File: config.mk
export PLATFORM = sky130hd
export DESIGN_NAME = i2c_frame_timer
export DESIGN_NICKNAME = d
export VERILOG_FILES = /design/src/rtl/i2c_frame_timer.sv
export SDC_FILE = /design/constraint.sdc
export NUM_CORES = 1
export LEC_CHECK = 0
export CELL_PAD_IN_SITES_DETAIL_PLACEMENT = 0
export CELL_PAD_IN_SITES_GLOBAL_PLACEMENT = 1
export CORE_MARGIN = 2
export CORE_UTILIZATION = 33
export CTS_CLUSTER_SIZE = 20
export DETAILED_ROUTE_END_ITERATION = 12
export PLACE_DENSITY_LB_ADDON = 0.1
export SLEW_MARGIN = 20
export SYNTH_ARGS = -nofsm -noshare
export SYNTH_HDL_FRONTEND = slang
export SYNTH_SLANG_ARGS = --single-unit
File: constraint.sdc
create_clock -name clk -period 3.7 [get_ports clk]
set_input_delay 1.11 -clock clk [delete_from_list [all_inputs] [get_ports clk]]
set_output_delay 1.11 -clock clk [all_outputs]
set_load 0.02 [all_outputs]
File: src/rtl/i2c_frame_timer.sv
`default_nettype none
// ============================================================================
// Module      : i2c_frame_timer
// Description : Tracks I2C byte/ACK framing from pre-detected SCL edge and
//               START/STOP pulses. Counts data bits, steps through the ACK
//               slot and emits single-cycle registered timing pulses.
// Revision    : 1.0 - initial release
// ----------------------------------------------------------------------------
// Parameters
//   DATA_BITS : data bits per frame before the ACK slot (2..16)
//   BCNT_W    : width of byte_count
// Ports
//   clk                 in  : clock, rising edge active
//   rst                 in  : synchronous active-high reset
//   rising_edge_found   in  : SCL rising edge pulse
//   falling_edge_found  in  : SCL falling edge pulse
//   start_found         in  : START / repeated START pulse
//   stop_found          in  : STOP pulse
//   byte_received       out : last data bit sampled
//   ack_prep            out : drive ACK now
//   check_ack           out : sample ACK now
//   ack_done            out : ACK slot finished
//   frame_error         out : frame aborted by START/STOP mid-byte/mid-ACK
//   bit_index           out : data bits sampled in current byte
//   byte_count          out : bytes completed since last START
//   busy                out : high whenever not idle
// Configuration
//   I2C_FRAME_TIMER_BYTE_COUNT_EN : when defined, byte_count is a live
//   saturating counter; otherwise it is tied to zero.
// ============================================================================
module i2c_frame_timer #(
    parameter int DATA_BITS = 8,
    parameter int BCNT_W    = 8
) (
    input  logic                             clk,
    input  logic                             rst,
    input  logic                             rising_edge_found,
    input  logic                             falling_edge_found,
    input  logic                             start_found,
    input  logic                             stop_found,
    output logic                             byte_received,
    output logic                             ack_prep,
    output logic                             check_ack,
    output logic                             ack_done,
    output logic                             frame_error,
    output logic [$clog2(DATA_BITS+1)-1:0]   bit_index,
    output logic [BCNT_W-1:0]                byte_count,
    output logic                             busy
);

    localparam int BI_W = $clog2(DATA_BITS + 1);

    localparam logic [2:0] c_st_idle       = 3'd0;
    localparam logic [2:0] c_st_data       = 3'd1;
    localparam logic [2:0] c_st_ack_wait   = 3'd2;
    localparam logic [2:0] c_st_ack_sample = 3'd3;
    localparam logic [2:0] c_st_ack_end    = 3'd4;

    // Bit index value just before the final data bit is sampled.
    localparam logic [BI_W-1:0] c_last_m1 = BI_W'(DATA_BITS - 1);

    logic [2:0]      r_state;
    logic [2:0]      w_next_state;
    logic [BI_W-1:0] r_bit_index;
    logic [BI_W-1:0] w_bit_index_d;
    logic            w_rise;
    logic            w_fall;
    logic            w_abort;
    logic            w_byte_received_d;
    logic            w_ack_prep_d;
    logic            w_check_ack_d;
    logic            w_ack_done_d;
    logic            w_frame_error_d;

    // A simultaneous rising edge wins; the falling edge is dropped.
    assign w_rise = rising_edge_found;
    assign w_fall = falling_edge_found & ~rising_edge_found;

    // START/STOP counts as an abort only once a byte is under way.
    assign w_abort = ((r_state == c_st_data) && (r_bit_index != '0)) ||
                     (r_state == c_st_ack_wait) ||
                     (r_state == c_st_ack_sample) ||
                     (r_state == c_st_ack_end);

    // State register
    always_ff @(posedge clk) begin
        if (rst) begin
            r_state <= c_st_idle;
        end else begin
            r_state <= w_next_state;
        end
    end

    // Next-state logic
    always_comb begin
        w_next_state = r_state;
        if (start_found) begin
            w_next_state = c_st_data;
        end else if (stop_found) begin
            w_next_state = c_st_idle;
        end else begin
            case (r_state)
                c_st_idle: ;
                c_st_data:
                    if (w_rise && (r_bit_index == c_last_m1)) w_next_state = c_st_ack_wait;
                c_st_ack_wait:
                    if (w_fall) w_next_state = c_st_ack_sample;
                c_st_ack_sample:
                    if (w_rise) w_next_state = c_st_ack_end;
                c_st_ack_end:
                    if (w_fall) w_next_state = c_st_data;
                default:
                    w_next_state = c_st_idle;
            endcase
        end
    end

    // Output logic: values presented on the cycle after the qualifying input
    always_comb begin
        w_byte_received_d = 1'b0;
        w_ack_prep_d      = 1'b0;
        w_check_ack_d     = 1'b0;
        w_ack_done_d      = 1'b0;
        w_frame_error_d   = 1'b0;
        w_bit_index_d     = r_bit_index;
        if (start_found || stop_found) begin
            w_frame_error_d = w_abort;
            w_bit_index_d   = '0;
        end else begin
            case (r_state)
                c_st_data:
                    if (w_rise) begin
                        w_bit_index_d     = r_bit_index + BI_W'(1);
                        w_byte_received_d = (r_bit_index == c_last_m1);
                    end
                c_st_ack_wait:
                    w_ack_prep_d = w_fall;
                c_st_ack_sample:
                    w_check_ack_d = w_rise;
                c_st_ack_end:
                    if (w_fall) begin
                        w_ack_done_d  = 1'b1;
                        w_bit_index_d = '0;
                    end
                default: ;
            endcase
        end
    end

    // Output registers
    always_ff @(posedge clk) begin
        if (rst) begin
            byte_received <= 1'b0;
            ack_prep      <= 1'b0;
            check_ack     <= 1'b0;
            ack_done      <= 1'b0;
            frame_error   <= 1'b0;
            r_bit_index   <= '0;
            busy          <= 1'b0;
        end else begin
            byte_received <= w_byte_received_d;
            ack_prep      <= w_ack_prep_d;
            check_ack     <= w_check_ack_d;
            ack_done      <= w_ack_done_d;
            frame_error   <= w_frame_error_d;
            r_bit_index   <= w_bit_index_d;
            busy          <= (w_next_state != c_st_idle);
        end
    end

    assign bit_index = r_bit_index;

`ifdef I2C_FRAME_TIMER_BYTE_COUNT_EN
    logic [BCNT_W-1:0] r_byte_count;

    // Cleared by START, held by STOP, saturating increment per finished ACK.
    always_ff @(posedge clk) begin
        if (rst) begin
            r_byte_count <= '0;
        end else if (start_found) begin
            r_byte_count <= '0;
        end else if (w_ack_done_d && (r_byte_count != '1)) begin
            r_byte_count <= r_byte_count + BCNT_W'(1);
        end
    end

    assign byte_count = r_byte_count;
`else
    assign byte_count = '0;
`endif

endmodule
`default_nettype wire

==> impl_results.rst <==
.. list-table::
   :header-rows: 1

   * - Metric
     - Value
   * - Outcome
     - completed
   * - Vias
     - 575
   * - Drt drc
     - 0
   * - Number of global-route vias before repair
     - 525
   * - Post-synthesis share of cell area spent on and, or, nand and nor gates
     - 24.2%
   * - Adder and majority cell fraction of the synthesized area
     - 3.61%
   * - Bufs and invs on worst path
     - 1
   * - Largest net degree at the start of global routing
     - 11
   * - Number of placement rows
     - 16
   * - Initial antenna violation count
     - 0
   * - Number of top-level design ports
     - 24
   * - Number of setup violations in the final report
     - 0
   * - Largest stage delay on the critical path
     - 0.63 ns
   * - Inserted Diodes
     - 0
   * - Number of enable flip-flop cells after synthesis
     - 0
   * - Yosys warning total
     - 0
   * - Static power due to leakage
     - 0.310 nW
   * - Remaining Overflow, GRT
     - 0
   * - Clock-pin slew of the registers on the worst-case setup and hold paths
     - 0.08 ns
   * - Max cap viols
     - 0
   * - Later-pin clock latency in the skew report
     - 0.28 ns
   * - Hold path startpoint
     - bit_index[1]
   * - Arrival time worst endpoint
     - 1.33 ns
   * - Vertical extent of the die
     - 49.8 um
   * - Post-Synth XOR/XNOR Area
     - 3.79%
   * - Worst path top cell family by delay
     - buffers and inverters
   * - Count of H-tree levels built during CTS
     - 1
   * - Compound-cell area share of the yosys netlist
     - 12.5%
   * - Post-route core utilization
     - 43.1%
   * - Final critical path time including I/O delays and setup
     - 2.44 ns
   * - Power Dens Cells
     - 309 nW/um^2
   * - Peak clock frequency supported by timing
     - 0.410 GHz
   * - Total Power Consumption
     - 0.262 mW
   * - Horizontal die dimension
     - 49.8 um
   * - Worst Hold End
     - bit_index[1]
   * - Cell Area, Synth
     - 693 sq um
   * - R2R Path Start
     - bit_index[0]
   * - Area delta synth->final
     - 22.0%
   * - Endpoint type of the worst setup path
     - primary output
   * - Number of setup buffers added after CTS
     - 0
   * - Global-route wire length before repair
     - 2.24 mm
   * - CP max stage cell
     - clkdlybuf4s50_1
   * - Number of distinct library cells after synthesis
     - 33
   * - Critical-path maximum fanout
     - 5
   * - Count of nets left with antenna violations after detail routing
     - 0
   * - Type of the tightest min-delay check
     - reg -> reg
   * - Detailed-route wire length per cell
     - 10.7 um
   * - Detailed Route Iter0 Violations
     - 6
   * - Syn Inst Count
     - 81
   * - Post_cts resized
     - 0
   * - Setup_tns
     - 0 ns
   * - Worst path cell trace
     - clkdlybuf4s50_1
   * - Number of hold-repair buffers added at the cts stage
     - 0
   * - Average cell area after synthesis
     - 8.56 sq um
   * - Placed wire-length estimate after detailed placement
     - 996 um
   * - Clock tree from TritonCTS
     - built
   * - Hold violation total from the final report
     - 0
   * - TritonCTS sink count
     - 13
   * - Root Buffer
     - clkbuf_4
   * - Worst reg2reg setup slack
     - 2.22 ns
   * - Count of TritonRoute iterations in the first routing pass
     - 2
   * - Detailed-route wire length
     - 1.32 mm
   * - Worst-case clock buffer depth
     - 2
   * - Critical path required time
     - 2.59 ns
   * - Pins over their slew limit
     - 0
   * - Portion of netlist area occupied by mux cells
     - 1.44%
   * - Fill cell count
     - 220
   * - Worst R2R Path Depth
     - 5
   * - CTS buffer count
     - 3
   * - Number of synthesized register bits
     - 13
   * - Final nets
     - 105
   * - Largest vdd supply drop
     - 0.140 mV
   * - Core footprint
     - 1960 sq um
   * - Crit Reg-Reg Endpoint
     - busy
   * - Final estimated routing congestion in global placement
     - 0.843
   * - Port Buffers
     - 15
   * - Ratio of routed vias to standard cells
     - 4.67
   * - Unrepaired setup endpoints after global routing
     - false
   * - Fraction of layout cells with a size suffix above 1
     - 6.25%
   * - Dominant combinational cell family by area after synthesis
     - simple AND/OR/NAND/NOR gates
   * - Kind of critical path
     - reg -> out
   * - Setup clock skew after layout
     - 0.00235 ns
   * - Async set-reset flop share out of synthesis
     - 0%
   * - Period utilization
     - 65.9%
   * - Number of instances on the worst hold path
     - 2
   * - Effective utilization at floorplan
     - 35.3%
   * - Critical path launch point type
     - register
   * - Fraction of the yosys area taken by sequential cells
     - 37.5%
   * - All-layer global routing usage
     - 12.3%
   * - Area of the die
     - 2480 sq um
   * - Primary FF master, synth
     - dfxtp_1
[where the power goes]
group	switching [mW]	leakage [nW]	internal [mW]
Clock	0.0478	0.0150	0.0419
Sequential	0.00215	0.105	0.141
Combinational	0.0173	0.189	0.0111
Total	0.0673	0.310	0.194
[worst max-delay path by stage]
| stage | from | end | slack (ns) | depth (start not counted) |
|---|---|---|---|---|
| 3_3_place_gp | start_found | busy | 1.09 | 4 |
| 2_1_floorplan | start_found | busy | 1.57 | 4 |
| 6_report | bit_index[2] | bit_index[2] | 1.26 | 1 |
| 4_1_cts | bit_index[0] | bit_index[0] | 1.24 | 1 |
| 5_1_grt | bit_index[0] | bit_index[0] | 1.20 | 1 |
| 3_5_place_dp | start_found | busy | 1.04 | 4 |
[synthesized netlist by cell type (2+ instances only)]
master	n	share of area, %
nand2_1	2	1.1
nor2_1	10	5.4
nor3_1	3	2.2
buf_4	9	9.7
a211oi_1	3	3.2
nand2b_1	2	1.8
xnor2_1	3	3.8
a21oi_1	2	1.4
nand3_1	2	1.4
ha_1	2	3.6
or3_1	2	1.8
inv_1	8	4.3
dfxtp_1	13	38
[flip-flops by register name, summed over array words and instances (netlist names)]
signal	cells
ack_done	1
bit_index	4
frame_error	1
check_ack	1
byte_received	1
r_state	3
busy	1
ack_prep	1
[layer usage]
layer  part of all wire, %  GRT usage [%]  vias up  wire length, um
li1                      -              -      289                -
met1                    49           16.0      268              648
met2                    45           17.1       16              594
met3                   4.5           3.03        2               60
met4                   1.1           9.72        0               15
met5                     0              0        -                0
[final cells by class]
class	count	area (sq um)	area share [%]
multi-input combinational	56	345	40.8
sequential	13	260	30.8
timing repair buffer	15	150	17.8
tap	27	33.8	3.99
inverter	8	30.0	3.55
clock buffer	4	26.3	3.11
[worst min-delay path, stage by stage (launching register included)]
cell	delay, ns
dfxtp_1	0.35
mux2i_1	0.13
nor2_1	0.05
[logic make-up (layout without fill, tap and decap cells)]
family | Yosys count | count (layout)
AO/OA/AOI/OAI | 12 | 12
XOR/XNOR | 3 | 3
adder cells (fa/ha/maj) | 2 | 2
buffers and inverters | 19 | 27
flip-flops | 13 | 13
multiplexers | 1 | 1
other | 1 | 8
AND/OR/NAND/NOR | 30 | 30
[cells in the final DEF (no fill, tap or decap)]
| master | n |
|---|---|
| clkdlybuf4s50_1 | 15 |
| dfxtp_1 | 13 |
| nor2_1 | 10 |
| inv_1 | 8 |
| conb_1 | 8 |
| nor3_1 | 3 |
| a211oi_1 | 3 |
| xnor2_1 | 3 |
| clkbuf_4 | 3 |
| or3_1 | 2 |
| nand2b_1 | 2 |
| nand2_1 | 2 |
| nand3_1 | 2 |
| a21oi_1 | 2 |
| ha_1 | 2 |
| and4b_1 | 1 |
| or3b_1 | 1 |
| nor4_1 | 1 |
| or2_2 | 1 |
| nor3b_1 | 1 |
| a21boi_0 | 1 |
| o21ai_0 | 1 |
| o31ai_1 | 1 |
| o2bb2ai_1 | 1 |
| nor2b_1 | 1 |
| a22oi_1 | 1 |
| a21o_2 | 1 |
| o311ai_1 | 1 |
| nand2b_2 | 1 |
| nand3b_1 | 1 |
| nand4bb_1 | 1 |
| mux2i_1 | 1 |
| clkbuf_1 | 1 |
[stage by stage]
step	instance area [sq um]	hold slack [ns]	setup WS (ns)	std cells
2_1_floorplan	719	0.514	1.57	88
3_3_place_gp	820	0.556	1.09	119
3_5_place_dp	820	0.564	1.04	119
4_1_cts	846	0.586	1.24	123
5_1_grt	846	0.623	1.20	123
6_report	846	0.574	1.26	123
Power figures use the tool's default switching activity.
